$ cat config.mk
export PLATFORM = sky130hd
export DESIGN_NAME = div_unit
export DESIGN_NICKNAME = d
export VERILOG_FILES = /design/src/rtl/div_unit.sv
export SDC_FILE = /design/constraint.sdc
export NUM_CORES = 1
export LEC_CHECK = 0
export BUFFER_PORTS_ARGS = -buffer_cell sky130_fd_sc_hd__buf_2
export CORE_MARGIN = 2
export CORE_UTILIZATION = 60
export DETAILED_ROUTE_END_ITERATION = 7
export PLACE_DENSITY = 0.87
export SYNTH_ARGS = -nofsm -noshare
export SYNTH_HDL_FRONTEND = slang
export SYNTH_SLANG_ARGS = --single-unit
$ cat constraint.sdc
create_clock -name clk -period 6.2 [get_ports clk]
set_input_delay 1.24 -clock clk [delete_from_list [all_inputs] [get_ports clk]]
set_output_delay 1.24 -clock clk [all_outputs]
set_load 0.05 [all_outputs]
$ cat src/rtl/div_unit.sv
// Multi-cycle radix-2 restoring divider for the execute stage.
// Produces one quotient bit per cycle; signed operands are divided as magnitudes and sign-corrected at the end.
module div_unit #(
    parameter int DATA_W = 32,
    parameter int ITER   = 32
) (
    input  logic                  clk,
    input  logic                  rst,
    input  logic [DATA_W-1:0]     dividend,
    input  logic [DATA_W-1:0]     divisor,
    input  logic                  div_valid1,
    input  logic                  div_valid2,
    input  logic                  div_signed,
    input  logic                  div_start,
    output logic                  div_ready_o,
    output logic [2*DATA_W-1:0]   div_result_o,
    output logic [DATA_W-1:0]     cnt_o
);

    typedef enum logic [1:0] {
        S_IDLE,
        S_DIV,
        S_DONE
    } state_t;

    state_t              state;
    state_t              state_nxt;

    logic [DATA_W-1:0]   rem_q;
    logic [DATA_W-1:0]   quot_q;
    logic [DATA_W-1:0]   dvd_q;
    logic [DATA_W-1:0]   dsr_q;
    logic                sgn_op;
    logic                neg_dvd;
    logic                neg_dsr;

    logic                accept;
    logic                last_step;
    logic [DATA_W-1:0]   dvd_mag;
    logic [DATA_W-1:0]   dsr_mag;
    logic [DATA_W:0]     shifted;
    logic [DATA_W:0]     diff;
    logic                q_bit;
    logic [DATA_W-1:0]   rem_step;
    logic [DATA_W-1:0]   quot_step;
    logic [DATA_W-1:0]   quot_fix;
    logic [DATA_W-1:0]   rem_fix;

    assign accept    = div_start & div_valid1 & div_valid2;
    assign last_step = (cnt_o == DATA_W'(ITER));

    assign dvd_mag = (div_signed && dividend[DATA_W-1]) ? -dividend : dividend;
    assign dsr_mag = (div_signed && divisor[DATA_W-1])  ? -divisor  : divisor;

    // One restoring step: the 33-bit trial difference's MSB says whether the subtract "borrowed".
    assign shifted   = {rem_q, dvd_q[DATA_W-1]};
    assign diff      = shifted - {1'b0, dsr_q};
    assign q_bit     = ~diff[DATA_W];
    assign rem_step  = q_bit ? diff[DATA_W-1:0] : shifted[DATA_W-1:0];
    assign quot_step = {quot_q[DATA_W-2:0], q_bit};

    assign quot_fix = (sgn_op && (neg_dvd ^ neg_dsr)) ? -quot_step : quot_step;
    assign rem_fix  = (sgn_op && neg_dvd) ? -rem_step : rem_step;

    always_comb begin
        // NOTE: next state defaults to the current one so no path through the case leaves it unassigned (no latch).
        state_nxt = state;
        case (state)
            S_IDLE: if (accept) state_nxt = (divisor == '0) ? S_DONE : S_DIV;
            S_DIV: begin
                if (!div_start)     state_nxt = S_IDLE;
                else if (last_step) state_nxt = S_DONE;
            end
            S_DONE:  state_nxt = S_IDLE;
            default: state_nxt = S_IDLE;
        endcase
    end

    // NOTE: all state below uses non-blocking assignments so every register samples pre-edge values.
    always_ff @(posedge clk) begin
        if (rst) begin
            state        <= S_IDLE;
            div_ready_o  <= 1'b0;
            div_result_o <= '0;
            cnt_o        <= '0;
            rem_q        <= '0;
            quot_q       <= '0;
            dvd_q        <= '0;
            dsr_q        <= '0;
            sgn_op       <= 1'b0;
            neg_dvd      <= 1'b0;
            neg_dsr      <= 1'b0;
        end else begin
            state       <= state_nxt;
            div_ready_o <= (state_nxt == S_DONE);
            case (state)
                S_IDLE: begin
                    cnt_o <= '0;
                    if (accept) begin
                        sgn_op  <= div_signed;
                        neg_dvd <= div_signed & dividend[DATA_W-1];
                        neg_dsr <= div_signed & divisor[DATA_W-1];
                        dvd_q   <= dvd_mag;
                        dsr_q   <= dsr_mag;
                        rem_q   <= '0;
                        quot_q  <= '0;
                        // Divide-by-zero skips iteration and reports the raw dividend as remainder.
                        if (divisor == '0) div_result_o <= {{DATA_W{1'b1}}, dividend};
                        else               cnt_o        <= DATA_W'(1);
                    end
                end
                S_DIV: begin
                    if (!div_start) begin
                        cnt_o <= '0;
                    end else begin
                        rem_q  <= rem_step;
                        quot_q <= quot_step;
                        dvd_q  <= dvd_q << 1;
                        if (last_step) begin
                            cnt_o        <= '0;
                            div_result_o <= {quot_fix, rem_fix};
                        end else begin
                            cnt_o <= cnt_o + 1'b1;
                        end
                    end
                end
                default: cnt_o <= '0;
            endcase
        end
    end

endmodule

* Yosys cells after proc, flatten, opt, wreduce, memory -nomap -nowiden
Cells that the tools add are included.
** Storage, ports and cells
- Register bits :: 229
- Memory bits (writable) :: 0
- Logic and storage cells :: 68
- Memory bits (read-only) :: 0
- Memories kept :: 0
- Bits in latches :: 0
** Cells by class
- Mux-type cells :: 28
- $mul :: 0
- Div/mod/pow operators :: 0
- Shift-type cells :: 0
- Add/sub/neg operators :: 6
- Bitwise gates (word level) :: 6
- $lt $le $gt $ge :: 0
- Equality and inequality tests :: 7
- Reductions and logical operators :: 10
** Operators by type and width (count)
- $mux W32 :: 11
- $mux W64 :: 4
- $pmux W32 S2 :: 3
- $neg A32 Y32 :: 4
- $pmux W64 S2 :: 1
- $pmux W31 S2 :: 1
- $sub A33 B32 Y33 :: 1
- $add A32 B1 Y32 const B :: 1
- $eq A32 B6 Y1 const B :: 1
- $logic_not A32 Y1 :: 1
- $mux W31 :: 1
- $mux W2 :: 4
- $ne A2 B2 Y1 const B :: 4
- $reduce_and A5 Y1 :: 1
- $and A1 B1 Y1 :: 4
- $logic_and A1 B1 Y1 :: 4
- $pmux W2 S2 :: 1
- $reduce_and A3 Y1 :: 1
- $eq A2 B1 Y1 const B :: 1
- $eq A2 B2 Y1 const B :: 1
- $logic_not A2 Y1 :: 1
- $mux W1 :: 2
- $reduce_and A2 Y1 :: 1
- $reduce_bool A2 Y1 :: 1
- 2 further kinds :: 2

* Longest topological paths before layout
- Depth in word-level cells :: 7
- Mapped depth :: 23
- Mapped depth without buffers :: 21

* Least setup slack after synthesis
Ideal clock, no wire load.
- Path type :: register to register
- From :: register dvd_q[31]
- To :: register div_result_o[30]
- Library setup time :: 0.091 ns
- Clock period less this slack :: 5.138 ns
- Buffers on the path :: 2
- Arrival time :: 5.047 ns
- Slack :: 1.062 ns
- Required time :: 6.109 ns
- Cell stages (with the launch flop) :: 24
- Cell sequence :: dfxtp_1 -> inv_1 -> ha_1 -> fa_1 -> nor2b_1 -> o31ai_2 -> and3_1 -> o311ai_4 -> a31oi_4 -> xnor2_4 -> inv_4 -> buf_2 -> buf_1 -> nor2_1 -> a21oi_1 -> ha_1 -> nand2_1 -> nor3_1 -> nand4_1 -> mux2i_1 -> nand3_1 -> or4_1 -> mux2i_1 -> a311oi_1
** Between the ends
- Word-level cells in the longest chain between the ends :: 7
** Ends and longest elaborated chain
- from (decl) :: RTL line 31 : logic [DATA_W-1:0] dvd_q;
- from (signal assigned) :: RTL line 103 : dvd_q <= dvd_mag;
- from (signal assigned) :: RTL line 118 : dvd_q <= dvd_q << 1;
- $sub A33 B32 Y33 :: RTL line 57 : assign diff = shifted - {1'b0, dsr_q};
- $mux W32 * :: RTL line 59 : assign rem_step = q_bit ? diff[DATA_W-1:0] : shifted[DATA_W-1:0];
- $neg A32 Y32 :: RTL line 63 : assign rem_fix = (sgn_op && neg_dvd) ? -rem_step : rem_step;
- $mux W32 * :: RTL line 63
- $mux W64 * :: RTL line 119 : if (last_step) begin
- $mux W64 * :: RTL line 113 : if (!div_start) begin
- $pmux W64 S2 * :: RTL line 96 : case (state)
- to (signal assigned) :: RTL line 108 : if (divisor == '0) div_result_o <= {{DATA_W{1'b1}}, dividend};
- to (signal assigned) :: RTL line 121 : div_result_o <= {quot_fix, rem_fix};
- to (decl) :: RTL line 16 : output logic [2*DATA_W-1:0] div_result_o,
Every way passes the cells marked *; elsewhere a longest branch is shown, timed or not. The select of a mux whose other input is x is not followed.
A chain may end at the register's enable or synchronous reset.

* Worst setup path in the final report
- From :: register rem_q[0]
- To :: register div_result_o[30]
** Between the ends
- Word-level cells in the longest chain between the ends :: 7
** Ends and longest elaborated chain
- from (decl) :: RTL line 29 : logic [DATA_W-1:0] rem_q;
- from (signal assigned) :: RTL line 116 : rem_q <= rem_step;
- $sub A33 B32 Y33 :: RTL line 57
- $mux W32 * :: RTL line 59
- $neg A32 Y32 :: RTL line 63
- $mux W32 * :: RTL line 63
- $mux W64 * :: RTL line 119
- $mux W64 * :: RTL line 113
- $pmux W64 S2 * :: RTL line 96
Marked as above.

==> run summary <==
The Yosys warning count came out at 0. Total power for the finished layout comes to between 3000 and 4000 uW. The number of global-route vias before repair came out at 12,600. The number of routed nets with antenna violations came out at 0.

The diode insertion count for antenna repair is 0. The placeable core area is about 23,000 um^2. The beginning of the worst hold path is dsr_q[31]. The dominant cell type by area after synthesis is sky130_fd_sc_hd__dfxtp_1.

VDD sags by at most 159 uV. Broken down by cell family, the worst path's largest delay share belongs to simple AND/OR/NAND/NOR gates. The initial utilization of the core area, before any placement, comes to 0.612. The most numerous cell type found on the critical path is sky130_fd_sc_hd__mux2i_1.

The total global routing overflow came out at 0. The first detailed-routing pass ran for 6 iterations. The final worst slack is 0.963 ns. The clock skew after layout came out at between 0.015 and 0.02 ns.

The critical path depth is 20. The share of the core filled with cells in the final layout is 0.684. The depth of the worst hold-timing path is 2. The register area is 4580 um^2. The HPWL after detailed placement is 28,900 um. The number of antenna violations at the first check in global routing came to 0. Setup repair after global routing left no endpoint under its margin. The fraction of final layout cells sized beyond drive strength 1 is 0.131. The final layout contains approximately 2,100 nets. The reported max-cap violation count came out at 0. The clock latency on the worst-skew pair is 0.54 ns. Entering global routing, the biggest net connects approximately 140 pins.

The actual transition at the worst max-transition pin came out at between 1 and 1.5 ns. After detailed routing, the total wire length is 40,500 um. The largest fanout on the critical path came out at 13. In this run the core area contains 56 standard-cell rows. In this run the clock root is driven by a sky130_fd_sc_hd__clkbuf_16.

For the worst setup path, the data arrival time is 5.69 ns. The number of distinct standard cells referenced by the synthesized netlist came out at 79. The number of top-level design ports came out at about 170. The total power density per cell area is roughly 230 nW/um^2. The worst setup path is captured at a flip-flop.

The flop and latch count out of synthesis is approximately 230. The most frequent standard cell in the layout excluding fill and tap cells is sky130_fd_sc_hd__nor2_1. The buffer levels on the longest clock path is 3. The total buffers and inverters traversed by the critical path came out at 2. The number of sinks driven by the clock tree is 229.

The top achievable clock speed is 191 MHz. The end of the worst register-to-register path is div_result_o[30]. The delay of the slowest cell on the worst path came out at ~0.56 ns.

The mapped cell area came out at 14,400 um^2. The startpoint identified for the worst register-to-register timing path is rem_q[0]. The number of filler cells placed in the layout is ~2,000.

The run finished with clean final reports. The overall track demand over capacity in global routing came out at 0.312. In the synthesized netlist the dominant register cell turns out to be sky130_fd_sc_hd__dfxtp_1. After clock tree synthesis, the clock-pin slew on the worst setup and hold paths is 0.06 ns.

The number of nets produced by synthesis came out at 2,014. The worst pin sits at a relative slew slack of 0.230. The area of combinational cells with multiple inputs came out at 9040 um^2. Relative to the synthesized area, the layout overhead comes to 11.9%.

The mean post-synth cell area came out at 7.53 um^2. The internal reg-to-reg setup slack came out at 0.96 ns. The required time of the worst setup path is 6.65 ns.

The die outline height is 159 um. For this run, the register share of the synthesized area comes to 0.319. The count of flip-flops with a built-in enable after synthesis is 0. The critical path goes through inv_1 > fa_1 > nor2b_1 > o31ai_2 > and3_1 > o311ai_4 > a31oi_4 > xnor2_4 > inv_4 > nor2_1 > a21oi_1 > ha_1 > nand2_1 > nor3_1 > nand4_1 > mux2i_1 > nand3_1 > or4_1 > mux2i_1 > a311oi_1.

The startpoint-to-endpoint class of the critical path is reg2reg. The portion of synthesized cell area occupied by the leading cell type is 0.319. The highest-delay cell along the critical path is sky130_fd_sc_hd__or4_1.

The first-pass GRT wire length came out at ~64,000 um. Once the clock tree was built, the resizer swapped 0 gates to a different size. The post-cts hold buffer count came out at 0. The final critical-path share of the clock period came out at 0.845. The residual DRC count is 0.

The initial DRC count came out at 1,594. Setup violations remaining at the end of the flow were counted as 0. For the finished layout, the period the worst path requires is 5.24 ns.

The number of endpoints with negative hold slack in the final report came to 0. The number of I/O port buffers came out at approximately 170. The H-tree depth is 1. Leaving out fill and tap cells, the most frequent cells in the layout are 270 x sky130_fd_sc_hd__nor2_1, 229 x sky130_fd_sc_hd__dfxtp_1, 215 x sky130_fd_sc_hd__nand2_1, 166 x sky130_fd_sc_hd__a21oi_1, 165 x sky130_fd_sc_hd__buf_2. In the post-synthesis netlist, the biggest area contributors are sky130_fd_sc_hd__dfxtp_1 32%, sky130_fd_sc_hd__nor2_1 7.1%, sky130_fd_sc_hd__a21oi_1 5.8%. The die width came out at 159 um. The total vias in the final route is 14,300. The leakage dissipation is 0.00629 uW. The CTS buffer count came out at 26. The via-per-instance ratio came out at just over 6. The endpoint of the worst hold path is dsr_q[31].

The type of the tightest min-delay check is reg2reg. In the final routed layout, each cell accounts on average for 17.4 um. The weighted congestion reported at the end of routability-driven placement came out at 0.945.

Measured in cells, the most critical reg-to-reg path has a length of 20. The setup total negative slack is 0 ns. The die covers 25,200 um^2. The fraction of registers with async set or reset after synthesis came out at 0. The max-slew violation count came out at 0. STA classifies the critical path startpoint as a flip-flop. The worst setup slack before clock tree synthesis is between 0.9 and 1 ns. TritonCTS built the clock tree.

After technology mapping, the gate count stands at 1,905. The number of buffers added for setup after CTS came out at 0.
## how the worst max path moves through the flow
stage | end | startpoint
floorplan | div_result_o[30] | dvd_q[31]
global placement | div_result_o[16] | divisor[10]
detailed placement | div_result_o[16] | divisor[10]
CTS | div_result_o[30] | dvd_q[31]
global route | div_result_o[30] | rem_q[0]
finish | div_result_o[30] | rem_q[0]
## synthesized netlist by cell type, types with 29 or more instances
library cell / count
sky130_fd_sc_hd__nor2_1: 271
sky130_fd_sc_hd__dfxtp_1: 229
sky130_fd_sc_hd__nand2_1: 215
sky130_fd_sc_hd__a21oi_1: 166
sky130_fd_sc_hd__a211oi_1: 104
sky130_fd_sc_hd__clkbuf_1: 96
sky130_fd_sc_hd__xor2_1: 85
sky130_fd_sc_hd__nand3_1: 83
sky130_fd_sc_hd__xnor2_1: 76
sky130_fd_sc_hd__o21ai_0: 71
sky130_fd_sc_hd__inv_1: 61
sky130_fd_sc_hd__ha_1: 38
sky130_fd_sc_hd__nor3_1: 34
sky130_fd_sc_hd__a31oi_1: 29
## metal layers
layer | global-route usage | routed length [um] | vias up
li1 | - | - | 6924
met3 | 0.0536 | 3840 | 84
met5 | 0 | 0 | -
met2 | 0.474 | 17600 | 690
met4 | 0.105 | 1020 | 0
met1 | 0.447 | 18000 | 6566
## worst min-delay path, delay by kind of cell (launching register included)
| family | cells | cell delay, ns |
|---|---|---|
| and+or+nand+nor | 1 | 0.05 |
| AOI/OAI and AO/OA | 1 | 0.05 |
| DFF | 1 | 0.30 |
## stage by stage
stage               std cells  hold slack (ns)  instance area [um^2]
floorplan                1905            0.432                 14400
global route             2326            0.483                 16100
CTS                      2326            0.457                 16100
finish                   2326            0.451                 16100
detailed placement       2279            0.449                 15200
global placement         2279            0.441                 15200
## cell families (layout without fill, tap and decap cells)
logic type,after synthesis,count (layout),share of synthesized area
simple gates,748,748,0.237
compound gates,510,510,0.236
flops,229,229,0.319
buf+inv,190,292,0.0530
xor+xnor,162,162,0.100
fa+ha+maj,39,39,0.0345
mux,27,27,0.0204
## where the power goes
group	switching, uW	internal, uW	total [uW]
registers	17.3	1500	1520
logic	485	258	743
clock network	624	872	1500
## final cells by class
class	instances	share of cell area
clock buffers	36	0.0459
clock inverters	11	0.00600
inverters	62	0.0146
multi-input cells	1486	0.562
flip-flops and latches	229	0.285
well taps	319	0.0248
repair buffers	183	0.0608
## flip-flops by register name (all words and copies together), names as in the netlist, 2 cells and up
signal and cells:
div_result_o 64, cnt_o 32, dsr_q 32, dvd_q 32, rem_q 32, quot_q 31, state 2
Power figures use the tool's default switching activity.
